$ cat src/rtl/riscv_pkg.sv
// Shared fetch-stage constants and types for the RISC-V front end.
// Defining FETCH_MISALIGN_TRAP_EN adds the HALT fetch state used by the misaligned-target trap.
package riscv_pkg;

  localparam logic [31:0] NOP_INSTR = 32'h0000_0013;

  // Instruction field slices used by the decoder downstream of fetch.
  localparam int unsigned OP_LSB       = 0;
  localparam int unsigned OP_MSB       = 6;
  localparam int unsigned FUNCT3_LSB   = 12;
  localparam int unsigned FUNCT3_MSB   = 14;
  localparam int unsigned FUNCT7B5_BIT = 30;

  typedef enum logic [2:0] {
    FETCH_IDLE    = 3'd0,
    FETCH_REQ     = 3'd1,
    FETCH_HOLD    = 3'd2,
    FETCH_DISCARD = 3'd3
`ifdef FETCH_MISALIGN_TRAP_EN
    , FETCH_HALT  = 3'd4
`endif
  } fetch_state_t;

endpackage

$ cat src/rtl/instr_hold_reg.sv
// Instruction holding register: loads fetched data, holds it, and clears back to a NOP.
// A cleared register always reads NOP_INSTR so decode sees a no-op when nothing is valid.
module instr_hold_reg
  import riscv_pkg::*;
(
  input  logic        clk,
  input  logic        reset,
  input  logic        i_load,
  input  logic        i_clear,
  input  logic [31:0] i_data,
  output logic [31:0] o_instr,
  output logic        o_valid
);

  logic [31:0] r_instr;
  logic        r_valid;

  // Clear wins over load so a flush in the same cycle as returning data drops it.
  always_ff @(posedge clk) begin
    if (reset || i_clear) begin
      r_instr <= NOP_INSTR;
      r_valid <= 1'b0;
    end else if (i_load) begin
      r_instr <= i_data;
      r_valid <= 1'b1;
    end
  end

  assign o_instr = r_instr;
  assign o_valid = r_valid;

endmodule

$ cat src/rtl/fetch_unit.sv
// Single-outstanding instruction fetch unit: PC register, fetch FSM and memory handshake.
// Defining FETCH_MISALIGN_TRAP_EN traps misaligned branch targets into HALT and drives MisalignErr.
module fetch_unit
  import riscv_pkg::*;
#(
  parameter logic [31:0] RESET_VECTOR = 32'h0000_0000
) (
  input  logic        clk,
  input  logic        reset,
  input  logic        PCSrc,
  input  logic [31:0] PCTarget,
  input  logic        stall,
  input  logic        flush,
  input  logic [31:0] FlushPC,
  output logic        imem_req,
  output logic [31:0] imem_addr,
  input  logic        imem_rvalid,
  input  logic [31:0] imem_rdata,
  output logic [31:0] Instr,
  output logic        InstrValid,
  output logic [31:0] PC,
  output logic [31:0] PCPlus4,
  output logic        MisalignErr
);

  // imem handshake: imem_req stays high with a stable imem_addr until the cycle imem_rvalid
  // is seen (rvalid may coincide with the first req cycle); only one request is ever in
  // flight, and an rvalid arriving outside REQ belongs to an abandoned request and is dropped.

  fetch_state_t r_state;
  fetch_state_t w_state_next;
  logic [31:0]  r_pc;
  logic [31:0]  w_pc_next;
  logic [31:0]  w_pc_plus4;
  logic [31:0]  w_target;
  logic [31:0]  w_flush_pc;
  logic         w_load;
  logic         w_clear;
  logic         w_unused_lsbs;

  assign w_flush_pc = {FlushPC[31:2], 2'b00};

`ifdef FETCH_MISALIGN_TRAP_EN
  logic r_misalign;
  logic w_trap;

  // Raw target so a misaligned one can be detected and trapped.
  assign w_target      = PCTarget;
  assign w_unused_lsbs = ^FlushPC[1:0];
`else
  assign w_target      = {PCTarget[31:2], 2'b00};
  assign w_unused_lsbs = ^{PCTarget[1:0], FlushPC[1:0]};
`endif

  assign w_pc_plus4 = r_pc + 32'd4;

  always_ff @(posedge clk) begin
    if (reset) begin
      r_state <= FETCH_IDLE;
      r_pc    <= RESET_VECTOR;
    end else begin
      r_state <= w_state_next;
      r_pc    <= w_pc_next;
    end
  end

  always_comb begin
    w_state_next = r_state;
    w_pc_next    = r_pc;
    w_load       = 1'b0;
    w_clear      = 1'b0;
`ifdef FETCH_MISALIGN_TRAP_EN
    w_trap       = 1'b0;
`endif
    if (flush) begin
      w_pc_next = w_flush_pc;
      w_clear   = 1'b1;
      case (r_state)
        // A response arriving with the flush retires the outstanding request.
        FETCH_REQ, FETCH_DISCARD: w_state_next = imem_rvalid ? FETCH_REQ : FETCH_DISCARD;
        default:                  w_state_next = FETCH_REQ;
      endcase
    end else begin
      case (r_state)
        FETCH_IDLE: w_state_next = FETCH_REQ;
        FETCH_REQ: begin
          if (imem_rvalid) begin
            w_load       = 1'b1;
            w_state_next = FETCH_HOLD;
          end
        end
        FETCH_HOLD: begin
          if (!stall) begin
            w_clear      = 1'b1;
            w_state_next = FETCH_REQ;
            if (PCSrc) begin
`ifdef FETCH_MISALIGN_TRAP_EN
              if (w_target[1:0] != 2'b00) begin
                w_trap       = 1'b1;
                w_state_next = FETCH_HALT;
              end else begin
                w_pc_next = w_target;
              end
`else
              w_pc_next = w_target;
`endif
            end else begin
              w_pc_next = w_pc_plus4;
            end
          end
        end
        FETCH_DISCARD: begin
          if (imem_rvalid) w_state_next = FETCH_REQ;
        end
        default: w_state_next = r_state;
      endcase
    end
  end

`ifdef FETCH_MISALIGN_TRAP_EN
  always_ff @(posedge clk) begin
    if (reset || flush) r_misalign <= 1'b0;
    else if (w_trap)    r_misalign <= 1'b1;
  end

  assign MisalignErr = r_misalign;
`else
  assign MisalignErr = 1'b0;
`endif

  instr_hold_reg u_instr_hold_reg (
    .clk     (clk),
    .reset   (reset),
    .i_load  (w_load),
    .i_clear (w_clear),
    .i_data  (imem_rdata),
    .o_instr (Instr),
    .o_valid (InstrValid)
  );

  assign imem_req  = (r_state == FETCH_REQ);
  assign imem_addr = {r_pc[31:2], 2'b00};
  assign PC        = r_pc;
  assign PCPlus4   = w_pc_plus4;

endmodule

$ cat config.mk
export PLATFORM = sky130hd
export DESIGN_NAME = fetch_unit
export DESIGN_NICKNAME = d
export VERILOG_FILES = /design/src/rtl/riscv_pkg.sv /design/src/rtl/instr_hold_reg.sv /design/src/rtl/fetch_unit.sv
export SDC_FILE = /design/constraint.sdc
export NUM_CORES = 1
export LEC_CHECK = 0
export ABC_AREA = 1
export BUFFER_PORTS_ARGS = -buffer_cell sky130_fd_sc_hd__clkbuf_2
export CORE_UTILIZATION = 24
export CTS_CLUSTER_SIZE = 16
export DETAILED_ROUTE_END_ITERATION = 8
export GPL_TIMING_DRIVEN = 0
export SKIP_CTS_REPAIR_TIMING = 1
export SYNTH_ARGS = -nofsm -noshare
export SYNTH_HDL_FRONTEND = slang
export SYNTH_SLANG_ARGS = --single-unit
$ cat constraint.sdc
create_clock -name clk -period 3.15 [get_ports clk]
set_clock_uncertainty 0.15 [all_clocks]
set_input_delay 0.63 -clock clk [delete_from_list [all_inputs] [get_ports clk]]
set_output_delay 0.63 -clock clk [all_outputs]
set_load 0.02 [all_outputs]
* Yosys cells after proc, flatten, opt, wreduce, memory -nomap -nowiden
Index checks and enable logic that the tools add are counted.
** Storage, ports and cells
- Output and inout bits :: 131
- Logic and storage cells :: 40
- Input bits :: 102
- Bits in registers :: 68
** Cells by class
- Multiplexer cells :: 17
- Equal/unequal tests :: 7
- Reduce and logical (&&, ||, !) cells :: 9
- $add $sub $neg :: 1
- Bitwise operators :: 1
** Operators by type and width (count)
- $mux 32 :: 4
- $add 32x3->32 const B :: 1
- $mux 3 :: 4
- $pmux 3 s4 :: 1
- $eq 3x2->1 const B :: 2
- $mux 1 :: 6
- $ne 3x3->1 const B :: 2
- $reduce_bool 5->1 :: 1
- $mux 2 :: 2
- $reduce_and 2->1 :: 2
- $reduce_and 4->1 :: 1
- $reduce_or 2->1 :: 2
- $eq 3x1->1 const B :: 1
- $logic_not 3->1 :: 1
- $ne 3x2->1 const B :: 1
- $ne 2x1->1 const B :: 1
- $reduce_bool 2->1 :: 1
- $logic_or 1x1->1 :: 1
- $not 1->1 :: 1

* Depth between registers and ports, before layout
- Depth in word-level cells :: 5
- Depth in mapped cells :: 10
- Gate-level depth less buffers :: 10

* By module
Synthesis repeated with hierarchy kept, for this count alone.
** Second synthesis, totals
- Cell total of the unflattened synthesis :: 749
- Area, all modules :: 4470.5 sq um
** Modules (own cells, without submodules)
- fetch_unit :: times used 1, area each 3111.7 sq um, seq. area each 680.7 sq um, cells each 549
- instr_hold_reg :: times used 1, area each 1358.8 sq um, seq. area each 660.6 sq um, cells each 200

* Worst setup path before layout
No wires, ideal clock.
- Path kind :: register to output
- Start :: reg r_pc[2] (netlist: PC[2])
- End :: out PCPlus4[14]
- Arrival time :: 1.502 ns
- Buffers on the path :: 0
- Setup slack :: 0.868 ns
- Cell stages (with the launch flop) :: 8
- Required time :: 2.370 ns
- Path through :: dfxtp_1 ha_1 inv_1 nor2_2 nand2_2 nor2_4 xor2_1 inv_1
** On the way
- Cells in the longest elaborated chain, start to end :: 1
** Ends and longest elaborated chain
- start, declared :: line fetch_unit.sv:32 : logic [31:0] r_pc;
- start signal, assigned :: line fetch_unit.sv:63 : r_pc <= w_pc_next;
- $add 32x3->32 :: line fetch_unit.sv:55 : assign w_pc_plus4 = r_pc + 32'd4;
- end, declared :: line fetch_unit.sv:22 : output logic [31:0] PCPlus4,
Every way passes these cells.

* Worst setup path after layout
- Start :: reg r_pc[11] (netlist: PC[11])
- End :: out PCPlus4[14]
The elaborated chain is that of the path after synthesis.

==> impl_metrics.tcl <==
set metrics [dict create \
    r2r-start "PC[11]$_SDFFE_PP0P_" \
    p_per_area_nw_per_um2 403 \
    register_area_um2 1340 \
    share_of_cells_above_drive_strength_1_pct 32.9 \
    antenna_cells 0 \
    synth.ff_latch_count 67 \
    htree_depth 3 \
    critical_path.startpoint_type "flip-flop" \
    category_of_the_worst_setup_path_capture_point "output port" \
    worst_hold_startpoint "u_instr_hold_reg.o_instr[24]$_SDFFE_PP0P_" \
    area_growth_pct 40.1 \
    post-route-period-util_pct 91.4 \
    design.portCount 233 \
    ir_drop_mv 0.394 \
    place_congestion 0.906 \
    ys_seq_area_share_pct 32.1 \
    run_status "finished, final reports clean" \
    final.hold.worst_slack_ps 319 \
    clock_insertion_delay_worst_skew_ps 340 \
    yosys.cell_types.count 27 \
    antenna_found_initial 0 \
    postSynthAreaPerCell_um2 6.03 \
    tritoncts "yes" \
    leakage_nw 2.92 \
    crit_path_start "PC[11]$_SDFFE_PP0P_" \
    ant_nets 0 \
    cts.sinks 67 \
    area_enclosed_by_the_die_boundary_um2 18000 \
    worst_hold_path_class "reg2reg" \
    cts.reportedPaths.clkPinSlew_ps 60 \
    final_hold_viol_count 0 \
    globalRouteMet1Util_pct 21.9 \
    final_period_minus_worst_setup_slack_ps 2880 \
    critical_path_required_ps 2370 \
    drt_pre_antenna_iters 5 \
    n_fill_cell 1916 \
    synthesis.instances 694 \
    start_util_pct 24.9 \
    average_vias_per_placed_instance 4.37 \
    detail_route.wl_per_cell_um 14.4 \
    total_length_of_routed_wires_um 16600 \
    post_route_drc 0 \
    first_global_vias 4723 \
    cp.arrival_ps 2100 \
    max-cap-violations 0 \
    netlist_area_um2 4180 \
    grtUsageMet3_pct 5.14 \
    core_area_um2 16800 \
    cts-root-to-sink-buffers 2 \
    setup_viol 0 \
    io_buffer_count 223 \
    cts_made_buffers 9 \
    final_net_count 1034 \
    rsz0062_at_grt "no" \
    dp_wirelength_um 13400 \
    worst-slew-pin-transition_ps 638 \
    synth_warnings 0 \
    globalRoute.totalOverflow 0 \
    floorplan.die.width_um 134 \
    critPathMaxFanout 6 \
    pin_count_of_the_biggest_net_entering_global_routing 14 \
    root_buffer "sky130_fd_sc_hd__clkbuf_16" \
    final.setup.tns_ps 0 \
    num_rows 47 \
    top_usage_layer "met2" \
    drtIter0Drc 194 \
    multi_input_area_um2 2190 \
    via_count 5044 \
    max-slew-margin-rel_pct 57.5 \
    fp.dieH_um 134 \
    wire_length_of_the_first_global_routing_pass_um 25200 \
    grtUsageTotal_pct 18.5 \
    grtUsageMet2_pct 32.0 \
    setup.worst_path.class "reg2out" \
    timing.final.max_slew_violations 0 \
    fmaxAchievable_mhz 347 \
]
[path summary, 6_finish.rpt]
kind	to	slack, ps	depth (start not counted)
hold reg to reg	u_instr_hold_reg.o_instr[24]$_SDFFE_PP0P_	320	2
setup reg to reg	PC[14]$_SDFFE_PP0P_	1110	8
hold / removal	u_instr_hold_reg.o_instr[24]$_SDFFE_PP0P_	320	2
setup / recovery	PCPlus4[14]	270	7
[cells by family (layout without fill, tap and decap cells)]
group | after synthesis | in the layout | synth area share [%]
flops | 67 | 67 | 32.1
simple gates | 377 | 377 | 36.8
xor+xnor | 9 | 9 | 1.88
compound gates | 105 | 105 | 12.9
other cells | 1 | 3 | 0.0896
fa+ha+maj | 2 | 2 | 0.598
buf+inv | 133 | 372 | 15.7
[registers in the layout, indices dropped and copies added, names as in the netlist]
register and flops:
PC 32, r_state 2, u_instr_hold_reg.o_instr 32, u_instr_hold_reg.o_valid 1
[cell type report]
cell class	instances	share of cell area, %
Multi-Input combinational cell	496	37.4
Sequential cell	67	22.9
Timing Repair Buffer	223	19.0
Buffer	62	6.64
Tap cell	220	4.69
Inverter	71	4.55
Clock buffer	9	3.84
Clock inverter	7	0.896
[through the flow]
stage               utilization (%)  std cells  worst slack, ps  instance area [µm²]  total power, mW
floorplan                         -        696              868                 4190             1.21
global placement               33.2       1139              549                 5580             1.41
detailed placement             33.2       1139              519                 5580             1.42
CTS                            34.8       1155              127                 5860             2.39
global route                   34.9       1155              116                 5860             2.48
finish                         34.9       1155              271                 5860             2.36
[metal layers]
| layer | routed length, µm | up-vias |
|---|---|---|
| met5 | 0 | - |
| met4 | 339 | 0 |
| met3 | 1440 | 18 |
| met2 | 7860 | 229 |
| met1 | 7000 | 2193 |
| li1 | - | 2604 |
[cell usage after synthesis]
cell | number | area [µm²]
sky130_fd_sc_hd__a22o_1 | 1 | 8.76
sky130_fd_sc_hd__nand3_1 | 35 | 175
sky130_fd_sc_hd__nor2_2 | 4 | 25.0
sky130_fd_sc_hd__clkbuf_1 | 18 | 67.6
sky130_fd_sc_hd__nor2_1 | 102 | 383
sky130_fd_sc_hd__inv_2 | 7 | 26.3
sky130_fd_sc_hd__xor2_1 | 9 | 78.8
sky130_fd_sc_hd__inv_1 | 63 | 236
sky130_fd_sc_hd__ha_1 | 2 | 25.0
sky130_fd_sc_hd__nand4_1 | 1 | 6.26
sky130_fd_sc_hd__nor2_4 | 5 | 56.3
sky130_fd_sc_hd__a31oi_1 | 6 | 37.5
sky130_fd_sc_hd__o211ai_1 | 1 | 7.51
sky130_fd_sc_hd__a21oi_1 | 56 | 280
sky130_fd_sc_hd__nand2_2 | 6 | 37.5
sky130_fd_sc_hd__buf_2 | 5 | 25.0
sky130_fd_sc_hd__nand2_1 | 221 | 830
sky130_fd_sc_hd__nor3b_1 | 2 | 15.0
sky130_fd_sc_hd__buf_6 | 1 | 11.3
sky130_fd_sc_hd__a211oi_1 | 1 | 7.51
sky130_fd_sc_hd__clkinv_1 | 1 | 3.75
sky130_fd_sc_hd__buf_4 | 38 | 285
sky130_fd_sc_hd__conb_1 | 1 | 3.75
sky130_fd_sc_hd__o21ai_1 | 10 | 50.1
sky130_fd_sc_hd__dfxtp_1 | 67 | 1340
sky130_fd_sc_hd__o21ai_0 | 30 | 150
sky130_fd_sc_hd__nand3_2 | 1 | 10.0
[cell usage in the layout, fill, tap and decap left out]
cell type and instances:
sky130_fd_sc_hd__a211oi_1 1, sky130_fd_sc_hd__a21oi_1 56, sky130_fd_sc_hd__a22o_1 1, sky130_fd_sc_hd__a31oi_1 6, sky130_fd_sc_hd__buf_2 5, sky130_fd_sc_hd__buf_4 38, sky130_fd_sc_hd__buf_6 1, sky130_fd_sc_hd__clkbuf_1 18
sky130_fd_sc_hd__clkbuf_16 9, sky130_fd_sc_hd__clkbuf_2 223, sky130_fd_sc_hd__clkinv_1 1, sky130_fd_sc_hd__clkinv_2 2, sky130_fd_sc_hd__clkinv_4 2, sky130_fd_sc_hd__clkinvlp_4 1, sky130_fd_sc_hd__conb_1 3, sky130_fd_sc_hd__dfxtp_1 65
sky130_fd_sc_hd__dfxtp_2 2, sky130_fd_sc_hd__ha_1 2, sky130_fd_sc_hd__inv_1 63, sky130_fd_sc_hd__inv_2 7, sky130_fd_sc_hd__inv_6 2, sky130_fd_sc_hd__nand2_1 221, sky130_fd_sc_hd__nand2_2 6, sky130_fd_sc_hd__nand3_1 35
sky130_fd_sc_hd__nand3_2 1, sky130_fd_sc_hd__nand4_1 1, sky130_fd_sc_hd__nor2_1 102, sky130_fd_sc_hd__nor2_2 4, sky130_fd_sc_hd__nor2_4 5, sky130_fd_sc_hd__nor3b_1 2, sky130_fd_sc_hd__o211ai_1 1, sky130_fd_sc_hd__o21ai_0 30
sky130_fd_sc_hd__o21ai_1 10, sky130_fd_sc_hd__xor2_1 9
[power breakdown]
part | internal (mW) | switching (mW) | leakage (nW)
sequential | 0.878 | 0.0476 | 0.547
clock | 0.538 | 0.431 | 0.136
combinational | 0.177 | 0.290 | 2.24
[critical path, stage by stage, from the launching register on]
cell and delay, ps:
sky130_fd_sc_hd__dfxtp_1 530, sky130_fd_sc_hd__nand2_1 120, sky130_fd_sc_hd__nor2_1 320, sky130_fd_sc_hd__inv_1 130, sky130_fd_sc_hd__nor2_4 160, sky130_fd_sc_hd__xor2_1 260
sky130_fd_sc_hd__inv_1 80, sky130_fd_sc_hd__clkbuf_2 160
No activity file was read; power rests on OpenSTA's default activity.
